File: src/rtl/bk_serial_add_ctrl_if.sv
// Operand/result handshake bundle for the nibble-serial adder.
// The producer drives in_valid/a/b/cin; the consumer drives out_ready.
// The adder sits on the slave side of both handshakes.
interface bk_serial_add_ctrl_if #(
  parameter int WIDTH = 16
);
  logic             in_valid;
  logic             in_ready;
  logic [WIDTH-1:0] a;
  logic [WIDTH-1:0] b;
  logic             cin;
  logic             out_valid;
  logic             out_ready;
  logic [WIDTH-1:0] sum;
  logic             cout;

  // Adder side
  modport slave (
    input  in_valid, a, b, cin, out_ready,
    output in_ready, out_valid, sum, cout
  );

  // Producer/consumer side
  modport master (
    output in_valid, a, b, cin, out_ready,
    input  in_ready, out_valid, sum, cout
  );
endinterface

File: src/rtl/bk_serial_add_ctrl.sv
// Nibble-serial adder: one 4-bit Brent-Kung slice reused across NIB cycles,
// LS nibble first, with a carry register chaining the nibbles.
// Handshake: accept in IDLE, NIB cycles in RUN, hold the result in DONE
// until the consumer takes it.

// Purely combinational 4-bit Brent-Kung adder with carry-in folded into
// the prefix tree so co is the true carry of a + b + ci.
module bk_slice4 (
  input  logic [3:0] a,
  input  logic [3:0] b,
  input  logic       ci,
  output logic [3:0] s,
  output logic       co
);
  logic [3:0] g, p;
  logic       g10, p10, g32, p32;
  logic       g20, p20, g30, p30;
  logic [4:0] c;

  // Prefix tree: pair level, then the 4-wide group, then the fill-in node for bit 2
  always_comb begin
    g   = a & b;
    p   = a ^ b;
    g10 = g[1] | (p[1] & g[0]);
    p10 = p[1] & p[0];
    g32 = g[3] | (p[3] & g[2]);
    p32 = p[3] & p[2];
    g30 = g32 | (p32 & g10);
    p30 = p32 & p10;
    g20 = g[2] | (p[2] & g10);
    p20 = p[2] & p10;
    c[0] = ci;
    c[1] = g[0] | (p[0] & ci);
    c[2] = g10  | (p10  & ci);
    c[3] = g20  | (p20  & ci);
    c[4] = g30  | (p30  & ci);
    s    = p ^ c[3:0];
    co   = c[4];
  end
endmodule

module bk_serial_add_ctrl #(
  parameter int WIDTH = 16
) (
  input  logic                  clk,
  input  logic                  rst_n,
  bk_serial_add_ctrl_if.slave   bus,
  output logic                  busy
);
  localparam int NIB  = WIDTH / 4;
  // Counter only needs to reach NIB-1; keep at least one bit for NIB == 1
  localparam int IDXW = (NIB > 1) ? $clog2(NIB) : 1;
  localparam logic [IDXW-1:0] IDX_LAST = IDXW'(NIB - 1);
  localparam logic [IDXW-1:0] IDX_ONE  = IDXW'(1);

  typedef enum logic [1:0] {
    IDLE = 2'd0,
    RUN  = 2'd1,
    DONE = 2'd2
  } state_t;

  state_t           state_q, state_d;
  logic [WIDTH-1:0] a_q, a_d;
  logic [WIDTH-1:0] b_q, b_d;
  logic [WIDTH-1:0] sum_q, sum_d;
  logic             carry_q, carry_d;
  logic             cout_q, cout_d;
  logic [IDXW-1:0]  idx_q, idx_d;

  logic [3:0]       s4;
  logic             s_co;

  // The single shared slice always looks at the bottom nibble of the
  // operand shift registers, so no wide mux is needed on the inputs.
  bk_slice4 u_slice (
    .a  (a_q[3:0]),
    .b  (b_q[3:0]),
    .ci (carry_q),
    .s  (s4),
    .co (s_co)
  );

  // Sequencer next-state and datapath updates
  always_comb begin
    state_d = state_q;
    a_d     = a_q;
    b_d     = b_q;
    carry_d = carry_q;
    idx_d   = idx_q;
    sum_d   = sum_q;
    cout_d  = cout_q;
    case (state_q)
      IDLE: begin
        if (bus.in_valid) begin
          a_d     = bus.a;
          b_d     = bus.b;
          carry_d = bus.cin;
          idx_d   = '0;
          state_d = RUN;
        end
      end
      RUN: begin
        a_d     = a_q >> 4;
        b_d     = b_q >> 4;
        carry_d = s_co;
        // Constant-index nibble write keeps the sum register a plain
        // per-nibble enable rather than a variable shifter.
        for (int i = 0; i < NIB; i++) begin
          if (idx_q == IDXW'(i)) sum_d[4*i +: 4] = s4;
        end
        if (idx_q == IDX_LAST) begin
          cout_d  = s_co;
          state_d = DONE;
        end else begin
          idx_d = idx_q + IDX_ONE;
        end
      end
      DONE: begin
        if (bus.out_ready) state_d = IDLE;
      end
      default: state_d = IDLE;
    endcase
  end

  // State and datapath registers; reset aborts any add in flight
  always_ff @(posedge clk or negedge rst_n) begin
    if (!rst_n) begin
      state_q <= IDLE;
      a_q     <= '0;
      b_q     <= '0;
      sum_q   <= '0;
      carry_q <= 1'b0;
      cout_q  <= 1'b0;
      idx_q   <= '0;
    end else begin
      state_q <= state_d;
      a_q     <= a_d;
      b_q     <= b_d;
      sum_q   <= sum_d;
      carry_q <= carry_d;
      cout_q  <= cout_d;
      idx_q   <= idx_d;
    end
  end

  // Handshake flags decode straight from the state register
  assign bus.in_ready  = (state_q == IDLE);
  assign bus.out_valid = (state_q == DONE);
  assign bus.sum       = sum_q;
  assign bus.cout      = cout_q;
  assign busy          = (state_q != IDLE);
endmodule

File: src/flat_wrapper.sv
// flat-port wrapper written by rule: the top's interface ports become plain ports
module bk_serial_add_ctrl_flat 
#(
  parameter int WIDTH = 16
)
  (clk, rst_n, busy, bus_in_valid, bus_a, bus_b, bus_cin, bus_out_ready, bus_in_ready, bus_out_valid, bus_sum, bus_cout);
  bk_serial_add_ctrl_if #(.WIDTH(WIDTH)) bus_i ();
  input  logic clk;
  input  logic rst_n;
  output logic busy;
  input wire logic [$bits(bus_i.in_valid)-1:0] bus_in_valid;
  input wire logic [$bits(bus_i.a)-1:0] bus_a;
  input wire logic [$bits(bus_i.b)-1:0] bus_b;
  input wire logic [$bits(bus_i.cin)-1:0] bus_cin;
  input wire logic [$bits(bus_i.out_ready)-1:0] bus_out_ready;
  output wire logic [$bits(bus_i.in_ready)-1:0] bus_in_ready;
  output wire logic [$bits(bus_i.out_valid)-1:0] bus_out_valid;
  output wire logic [$bits(bus_i.sum)-1:0] bus_sum;
  output wire logic [$bits(bus_i.cout)-1:0] bus_cout;
  assign bus_i.in_valid = bus_in_valid;
  assign bus_i.a = bus_a;
  assign bus_i.b = bus_b;
  assign bus_i.cin = bus_cin;
  assign bus_i.out_ready = bus_out_ready;
  assign bus_in_ready = bus_i.in_ready;
  assign bus_out_valid = bus_i.out_valid;
  assign bus_sum = bus_i.sum;
  assign bus_cout = bus_i.cout;
  bk_serial_add_ctrl #(.WIDTH(WIDTH)) u_core (.clk(clk), .rst_n(rst_n), .bus(bus_i), .busy(busy));
endmodule
File: config.mk
export PLATFORM = sky130hd
export DESIGN_NAME = bk_serial_add_ctrl_flat
export DESIGN_NICKNAME = d
export VERILOG_FILES = /design/src/rtl/bk_serial_add_ctrl_if.sv /design/src/rtl/bk_serial_add_ctrl.sv /design/src/flat_wrapper.sv
export SDC_FILE = /design/constraint.sdc
export NUM_CORES = 1
export LEC_CHECK = 0
export CAP_MARGIN = 20
export CORE_AREA = 4 4 137 73
export CTS_CLUSTER_DIAMETER = 150
export CTS_CLUSTER_SIZE = 30
export DETAILED_ROUTE_END_ITERATION = 8
export DIE_AREA = 0 0 141 77
export PLACE_DENSITY_LB_ADDON = 0.08
export SETUP_SLACK_MARGIN = 0.5
export SLEW_MARGIN = 20
export SYNTH_ARGS = -nofsm -noshare
export SYNTH_HDL_FRONTEND = slang
export SYNTH_SLANG_ARGS = --single-unit
File: constraint.sdc
create_clock -name clk -period 1.5 [get_ports clk]
set_input_delay 0.15 -clock clk [delete_from_list [all_inputs] [get_ports clk]]
set_output_delay 0.15 -clock clk [all_outputs]
set_load 0.01 [all_outputs]
# After elaboration in Yosys (flattened, before gate mapping)
# Index checks and enable logic that the tools add are counted.
totals:
  n_memories: 0
  romBits: 0
  out_inout_bits: 20
  reg_bits: 54
  latchBits: 0
  inputBits: 37
  elab_cells: 67
  mem_bits_rw: 0
classes:
  n_mul: 0
  n_reduce_logical: 11
  n_shift: 0
  magnitude_cmp: 0
  eq_ne: 9
  n_bitwise: 23
  div: 0
  muxes: 13
  addsub: 1
op_table:
  columns: ["cell", "count"]
  rows:
  - ["$pmux W16 S2", 2]
  - ["$mux W16", 2]
  - ["$and A1 B1 Y1", 12]
  - ["$mux W2", 5]
  - ["$reduce_and A2 Y1", 5]
  - ["$or A1 B1 Y1", 8]
  - ["$xor A4 B4 Y4", 2]
  - ["$eq A2 B2 Y1 const B", 3]
  - ["$ne A2 B2 Y1 const B", 3]
  - ["$pmux W2 S3", 1]
  - ["$reduce_and A3 Y1", 2]
  - ["$and A4 B4 Y4", 1]
  - ["$eq A2 B1 Y1 const B", 2]
  - ["$logic_not A2 Y1", 2]
  - ["$pmux W2 S2", 1]
  - ["$reduce_bool A2 Y1", 2]
  - ["$add A2 B1 Y2 const B", 1]
  - ["$ne A2 B1 Y1 const B", 1]
  - ["$pmux W1 S2", 1]
  - ["$mux W1", 1]

# Longest topological paths before layout
logic_depth:
  word_depth: 7
  depth_mapped: 6
  mapped_depth_nobuf: 5

# Hierarchy
# From an unflattened synthesis, not the netlist that was laid out.
hier_totals:
  hier_cells: 221
  area_unflattened_um2: 2518.7
modules_own_cells:
  columns: ["module", "cells_each", "area_per_inst_um2", "instances", "seq_area_each_um2"]
  rows:
  - ["bk_serial_add_ctrl", 204, 2371.0, 1, 1351.3]
  - ["bk_slice4", 17, 147.6, 1, 0.0]

# Worst setup path before layout
# Ideal clock, no wire load.
synth_timing:
  path_type: "register -> register"
  from: "register u_core.b_q[0]"
  to: "register u_core.sum_q[11] (netlist: u_core.bus.sum[11])"
  required_ps: 1377
  setup_time_ps: 123
  path_buffers: 0
  arrival_ps: 1417
  stages_incl_launch_ff: 6
  period_less_slack_ps: 1540
  slack_ps: -40
  cell_sequence: "dfrtp_1 ha_1 a21o_1 a2111o_1 nand4_2 o21ai_1"
synth_via:
  elab_chain_cells: 7
  word_cells_on_any_way: 11
  classes_between: "11 x bitwise"
synth_rtl:
  columns: ["item", "line", "source"]
  rows:
  - ["from (decl)", "bk_serial_add_ctrl.sv:64", "logic [WIDTH-1:0] b_q, b_d;"]
  - ["from (signal assigned)", "bk_serial_add_ctrl.sv:130", "b_q <= '0;"]
  - ["from (signal assigned)", "bk_serial_add_ctrl.sv:138", "b_q <= b_d;"]
  - ["$and A4 B4 Y4", "bk_serial_add_ctrl.sv:22", "g = a & b;"]
  - ["$and A1 B1 Y1", "bk_serial_add_ctrl.sv:24", "g10 = g[1] | (p[1] & g[0]);"]
  - ["$or A1 B1 Y1", "bk_serial_add_ctrl.sv:24", null]
  - ["$and A1 B1 Y1", "bk_serial_add_ctrl.sv:30", "g20 = g[2] | (p[2] & g10);"]
  - ["$or A1 B1 Y1", "bk_serial_add_ctrl.sv:30", null]
  - ["$or A1 B1 Y1 *", "bk_serial_add_ctrl.sv:35", "c[3] = g20 | (p20 & ci);"]
  - ["$xor A4 B4 Y4 *", "bk_serial_add_ctrl.sv:37", "s = p ^ c[3:0];"]
  - ["to (signal assigned)", "bk_serial_add_ctrl.sv:139", "sum_q <= sum_d;"]
  - ["to (decl)", "bk_serial_add_ctrl.sv:65", "logic [WIDTH-1:0] sum_q, sum_d;"]
# Every way passes the cells marked *; elsewhere a longest branch is shown, timed or not.
# A chain may end at the register's enable or synchronous reset.

# Worst setup path after layout
layout_timing:
  from: "register u_core.a_q[0]"
  to: "register u_core.sum_q[3] (netlist: u_core.bus.sum[3])"
layout_via:
  elab_chain_cells: 7
  word_cells_on_any_way: 11
  classes_between: "11 x bitwise"
layout_rtl:
  columns: ["item", "line", "source"]
  rows:
  - ["from (decl)", "bk_serial_add_ctrl.sv:63", "logic [WIDTH-1:0] a_q, a_d;"]
  - ["from (signal assigned)", "bk_serial_add_ctrl.sv:129", "a_q <= '0;"]
  - ["from (signal assigned)", "bk_serial_add_ctrl.sv:137", "a_q <= a_d;"]
  - ["$and A4 B4 Y4", "bk_serial_add_ctrl.sv:22", null]
  - ["$and A1 B1 Y1", "bk_serial_add_ctrl.sv:24", null]
  - ["$or A1 B1 Y1", "bk_serial_add_ctrl.sv:24", null]
  - ["$and A1 B1 Y1", "bk_serial_add_ctrl.sv:30", null]
  - ["$or A1 B1 Y1", "bk_serial_add_ctrl.sv:30", null]
  - ["$or A1 B1 Y1 *", "bk_serial_add_ctrl.sv:35", null]
  - ["$xor A4 B4 Y4 *", "bk_serial_add_ctrl.sv:37", null]
# Marked as above.

==> summary by stage <==
Run status
The run finished, with violations left. The final reports fail on setup timing.

Finish
The number of inserted diodes is 0. The fraction of final layout cells with drive strength greater than 1 is 0.449. The number of nets in the layout is 406. The signed area change from the synthesized netlist to the final layout is 68.2%.

Yosys
The synthesized instance count is 254. The Yosys step of the flow raised 0 warnings. The synthesized design contains 0 enable-type register cells.

The number of nets handed over by synthesis was 300. The netlist area before placement is 2580 sq um. The mean instance size in the synthesized netlist is 10.1 sq um. The share of the synthesized area in the top cell type is 0.525. The share of synthesized registers carrying an async set or reset is 1.00. The commonest cells after synthesis are sky130_fd_sc_hd__dfrtp_1 (54), sky130_fd_sc_hd__nand2_1 (54), sky130_fd_sc_hd__o21ai_1 (28). After synthesis the netlist holds a flip-flop and latch count of 54. The primary flip-flop cell chosen by synthesis mapping is sky130_fd_sc_hd__dfrtp_1. The number of distinct standard cells referenced by the synthesized netlist is 32.

By area the synthesized netlist is led by sky130_fd_sc_hd__dfrtp_1 (52%), sky130_fd_sc_hd__mux2i_1 (9.3%), sky130_fd_sc_hd__nand2_1 (7.9%), sky130_fd_sc_hd__o21ai_1 (5.4%), sky130_fd_sc_hd__o21ai_0 (4.5%). The share of the Yosys chip area taken by registers is 0.525. The cell type with the largest total area after synthesis is sky130_fd_sc_hd__dfrtp_1.

Die
In this run the standard cell core region covers 8650 sq um. The chip width is 141 um. 57 I/O pins were placed. The initial utilization of the core area, before any placement, comes to 0.298. The die covers 10,900 sq um. From bottom edge to top edge, the die measures 77 um. The placement row count is 24.

Clock tree
The clock tree buffer depth is 2. TritonCTS built the clock tree. The clock sink count is 54. After clock tree synthesis, the clock-pin slew on the worst setup and hold paths is 70 ps. The cell chosen for the clock root is sky130_fd_sc_hd__clkbuf_16.

The number of H-tree branching levels is 2. The number of CTS-inserted buffers is 5. At the later pin of the worst-skew pair, clock insertion delay measures 290 ps.

STA
At the pin with the least slew margin, the transition time is 295 ps. Setup repair after global routing could not meet its margin everywhere. The max-slew violation total from the final report came to 0. Once routing completed, OpenROAD measured the worst setup slack at -60.2 ps. The maximum operating frequency is 0.641 GHz. The post-route clock skew is 4.85 ps. The final worst-path cycle share is 1.04.

The hold violation total from the final report came to 0. Measured against its own limit, the worst slew margin works out to 0.803. The final setup violation count is 4. The routed design could run at a clock period as short as 1560 ps. Adding up every negative setup slack in the final design gives -232 ps.

Critical path
The kind of end point of the critical path is a flip-flop. In this design, the largest share of critical-path delay is due to compound AO/OA/AOI/OAI gates. The cell with the largest stage delay on the worst path is sky130_fd_sc_hd__a2111o_1. The worst setup path is of the flip-flop to flip-flop kind. The number of buffer and inverter instances along the worst setup path is 0. The type of origin of the critical path is a flip-flop. For flop-to-flop paths, the worst setup slack is -60 ps. The end of the worst register-to-register path is u_core.bus.sum[3]$_DFFE_PN0P_. The worst register-to-register path begins at u_core.a_q[0]$_DFFE_PN0P_. The worst register-to-register path has a depth of 5. Data on the critical path arrives at its endpoint at 1740 ps. The required time of the critical path is 1680 ps. Of all nets on the critical path, the largest fanout is 4. Walking the worst path, the cells encountered are ha_1, a21o_1, a2111o_1, nand4_4, o21ai_1.

The largest single stage delay on the critical path is 410 ps.

Global routing
The initial antenna violation count is 0. The all-layer global routing usage is 0.133. The number of global-route vias before repair came to 2,276. The final global-route overflow total is 0. Entering global routing, the biggest net connects 55 pins. The first global-routing pass estimated 11,500 um of wire.

Drt
The routed via count divided by cell count is 4.52. In the final routed layout, each cell accounts on average for 14.6 um. The wire length after detailed routing is 6960 um. The number of DRC markers after the initial detailed-route iteration is 66.

The count of unresolved DRC violations after routing is 0. For this block, the via count after detailed routing is 2,160. The detail route stage leaves a number of antenna-violating nets equal to 0. The first detailed-routing pass ran for 4 iterations.

Placed design
Timing analysis after detailed placement gives a worst setup slack of -64.7 ps. The placer congestion estimate is 0.717. The detailed placement HPWL is 4400 um. Port buffering added 56 buffers.

Job
Max-cap violations in this run came to 0.

Power and ir drop
IR analysis of the VDD net gives a maximum drop of 939 uV. For this design the static power due to leakage is 2.05 nW. Dividing total power by cell area gives a power density of 2370 nW/um^2. The overall power after layout is 10.3 mW.

Min path
The tightest min-delay check is of the primary input to async pin type.
## registers in the layout, summed over array words and instances (netlist names)
name / count
u_core.b_q: 16
u_core.a_q: 16
u_core.state_q: 2
u_core.idx_q: 2
u_core.carry_q: 1
u_core.bus.cout: 1
u_core.bus.sum: 16
## stage by stage
stage / hold slack, ps / std cells / area (sq um) / util
3_3_place_gp: 168 / 426 / 3350 / 0.387
4_1_cts: 388 / 470 / 4090 / 0.473
6_report: 380 / 478 / 4330 / 0.501
3_5_place_dp: 168 / 426 / 3350 / 0.387
5_1_grt: 411 / 478 / 4330 / 0.501
2_1_floorplan: -146 / 254 / 2630 / -
## power breakdown
part           internal [mW]  switching (mW)  total [mW]
clock                  0.662           0.523        1.19
sequential              2.13           0.494        2.63
combinational           3.48            2.97        6.45
total                   6.27            3.98        10.3
## metal layers
metal	vias up	share of wire	GRT usage
met5	-	0	0
met4	0	0.012	0.0329
met3	7	0.046	0.0367
met2	45	0.45	0.203
met1	1028	0.49	0.186
li1	1080	-	-
## worst register-to-register path, cell delays in order, from the launching register on
cell	delay (ps)
sky130_fd_sc_hd__dfrtp_1	380
sky130_fd_sc_hd__ha_1	290
sky130_fd_sc_hd__a21o_1	190
sky130_fd_sc_hd__a2111o_1	410
sky130_fd_sc_hd__nand4_4	110
sky130_fd_sc_hd__o21ai_1	70
## what timing repair did
action | CTS | global route
pin swaps | 46 | 20
setup endpoints to repair | 74 | 60
hold buffers | 1 | 0
gates resized for setup | 185 | 36
buffers inserted | 29 | 7
endpoints found under the hold margin | 54 | 0
gates cloned | 6 | 1
## layout by cell type (no fill, tap or decap), types with 2 or more instances in the layout
cell,n
sky130_fd_sc_hd__ha_1,5
sky130_fd_sc_hd__nor2b_4,2
sky130_fd_sc_hd__ha_2,2
sky130_fd_sc_hd__nand2_2,13
sky130_fd_sc_hd__mux2i_1,21
sky130_fd_sc_hd__dfrtp_1,52
sky130_fd_sc_hd__inv_1,3
sky130_fd_sc_hd__buf_6,16
sky130_fd_sc_hd__clkbuf_16,6
sky130_fd_sc_hd__nor2b_1,8
sky130_fd_sc_hd__nand2_8,2
sky130_fd_sc_hd__inv_2,4
sky130_fd_sc_hd__buf_2,19
sky130_fd_sc_hd__a21o_1,3
sky130_fd_sc_hd__buf_8,3
sky130_fd_sc_hd__mux2i_2,3
sky130_fd_sc_hd__nand2_4,14
sky130_fd_sc_hd__buf_12,8
sky130_fd_sc_hd__buf_4,23
sky130_fd_sc_hd__clkdlybuf4s50_1,35
sky130_fd_sc_hd__a21oi_2,9
sky130_fd_sc_hd__buf_16,5
sky130_fd_sc_hd__o21ai_1,34
sky130_fd_sc_hd__o21ai_2,16
sky130_fd_sc_hd__nand2_1,26
sky130_fd_sc_hd__dfrtp_2,2
## cell type report
cell class                      instances  area (sq um)
Tap cell                              117           146
Fill cell                             788          4320
Timing Repair Buffer                  111          1180
Clock inverter                          2          12.5
Multi-Input combinational cell        180          1470
Inverter                                8          32.5
Sequential cell                        54          1350
Clock buffer                            6           139
## how the worst max path moves through the flow
stage                                     endpoint  slack [ps]  cells after the start                       from
finish               u_core.bus.sum[3]$_DFFE_PN0P_         -60                      5  u_core.a_q[0]$_DFFE_PN0P_
global route         u_core.bus.sum[7]$_DFFE_PN0P_        -140                      5  u_core.a_q[0]$_DFFE_PN0P_
CTS                  u_core.bus.sum[2]$_DFFE_PN0P_         -70                      5  u_core.a_q[0]$_DFFE_PN0P_
detailed placement  u_core.bus.sum[10]$_DFFE_PN0P_         -60                      5  u_core.a_q[0]$_DFFE_PN0P_
global placement    u_core.bus.sum[15]$_DFFE_PN0P_         -30                      5  u_core.a_q[0]$_DFFE_PN0P_
floorplan           u_core.bus.sum[11]$_DFFE_PN0P_          30                      5  u_core.a_q[0]$_DFFE_PN0P_
## cells by family after synthesis
logic type      count (synthesis)  share of synthesized area
simple gates                   74                      0.129
compound gates                 69                      0.144
flops                          54                      0.525
mux                            25                     0.0976
buf+inv                        21                     0.0520
fa+ha+maj                       9                     0.0466
xor+xnor                        2                    0.00680
No activity file was read; power rests on OpenSTA's default activity.
==> RTL change: new RTL, same settings <==
`WIDTH` is set to 16 in 3 places; all go to 8.
--- a/src/rtl/bk_serial_add_ctrl_if.sv
+++ b/src/rtl/bk_serial_add_ctrl_if.sv
@@ -2,7 +2,7 @@
 // The producer drives in_valid/a/b/cin; the consumer drives out_ready.
 // The adder sits on the slave side of both handshakes.
 interface bk_serial_add_ctrl_if #(
-  parameter int WIDTH = 16
+  parameter int WIDTH = 8
 );
   logic             in_valid;
   logic             in_ready;
--- a/src/rtl/bk_serial_add_ctrl.sv
+++ b/src/rtl/bk_serial_add_ctrl.sv
@@ -40,7 +40,7 @@
 endmodule
 
 module bk_serial_add_ctrl #(
-  parameter int WIDTH = 16
+  parameter int WIDTH = 8
 ) (
   input  logic                  clk,
   input  logic                  rst_n,
--- a/src/flat_wrapper.sv
+++ b/src/flat_wrapper.sv
@@ -1,7 +1,7 @@
 // flat-port wrapper written by rule: the top's interface ports become plain ports
 module bk_serial_add_ctrl_flat 
 #(
-  parameter int WIDTH = 16
+  parameter int WIDTH = 8
 )
   (clk, rst_n, busy, bus_in_valid, bus_a, bus_b, bus_cin, bus_out_ready, bus_in_ready, bus_out_valid, bus_sum, bus_cout);
   bk_serial_add_ctrl_if #(.WIDTH(WIDTH)) bus_i ();
Ports: changed (resized bus_a, bus_b and bus_sum); port bits go from 57 to 33. No check against the original RTL was run, so the function may have changed too.
==> RTL change against the original RTL <==
  * Wire length is 30% lower
  * Synthesized area decreased by 43%
  * Final cell count shrank 31%
  * Sequential cell count shrank 25
  * Worst hold slack worse by 90 ps
  * First-iteration DRC count shrank 61%
  * Clock power shrank 19%
  * Die area is the same
  * Via count down 39%
  * Design area fell by 43%
  * Non-clock buffer count shrank 54
  * Worst setup slack improved by 61 ps
  * Total power is 49% lower
  * Critical path type unchanged
==> RTL change: results (changes against the original RTL) <==
Reg power frac 28.5% (+2.9 points); reg2reg end u_core.bus.cout$_DFFE_PN0P_; leakage power 1.038 nW (-49%); highest net fanout along the worst path 3 (-1); mux share of post-synthesis cell area 0% (-9.8 points); Wirelength per Cell 14.78 microns (+1.4%); post-synthesis sequential area ratio 49.70% (-2.8 points); Port Buf Inserts 32 (-43%); Adder-Cell Fraction of Synth Area 4.799% (+0.14 points); vias in the first global route 1,450 (-36%); Area after DPL 1962 sq um (-41%); Routed met1 length 2437 microns (-29%); post-synthesis compound-gate area fraction 22.19% (+7.8 points); Slew headroom 73.21% (-7.1 points); M3 GR Usage 2.672% (-0.99 points); worst skew pair latency 270 ps (-20 ps); Placer Congestion 0.7660 (+6.9%); Max Clock Skew 4.741 ps (-0.1099 ps); setup slack, reg-to-reg 0.9 ps (+60 ps); grt met1 use 12.66% (-6.0 points); R2R depth 5 (unchanged); M2 GR Usage 14.60% (-5.7 points); XOR/XNOR Fraction of Synth Area 1.799% (+1.1 points); total track usage 9.320% (-4.0 points); P_clk 0.000969 W (-19%); largest net degree at the start of global routing 30 (-45%); clock slew at reported path FFs 50 ps (-20 ps); first-pass GRT wire length 7948 microns (-31%); Starting DRT DRC Count 26 (-61%); fin nets 238 (-41%); DR vias/cell 4.006 (-11%); Period minus WS final 1499 ps (-61.12 ps); Max VDD drop 0.5143 mV (-45%); met2 WL 2204 microns (-30%); Place WS -23.68 ps (+41.00 ps); wire length on met3 163 microns (-49%); Mapped Nets 179 (-40%); status complete, no violations; share of cells above drive strength 1 42.45% (-2.4 points); Sw Ratio 38.42% (-0.42 points); Post-DP HPWL 3218 microns (-27%); synth cell count leaders dfrtp_1, nand2_1, a21oi_1, o21ai_0
-- RTL change: cell count changes in the layout (fill, tap and decap cells not counted), sizes merged, moves of 16 or more --
cell           delta
clkdlybuf4s50    -16
o21ai            -25
nand2            -31
mux2i            -24
buf              -37
dfrtp            -25
-- RTL change: what timing repair did --
item | CTS | global route
setup buffers | 8 | 5
setup endpoints to repair | 41 | 32
cloned | 4 | 0
gates resized for setup | 104 | 22
endpoints found under the hold margin | 0 | 0
pin swaps | 10 | 13
-- RTL change: through the flow --
stage	instances	TNS, ps	total power (W)
after floorplan	153	0	0.002583
after global placement	305	0	0.003422
after detailed placement	305	-23.68	0.003415
after CTS	324	0	0.005108
after global routing	329	-330.7	0.005682
final	329	0	0.005272
-- RTL change: cell type report --
type	instances	area (sq um)	area share (%)
multi-input cells	113	888.4	36.15
flip-flops and latches	29	728.2	29.63
repair buffers	57	529.3	21.54
well taps	117	146.4	5.957
clock buffers	7	142.6	5.804
inverters	6	22.52	0.9165
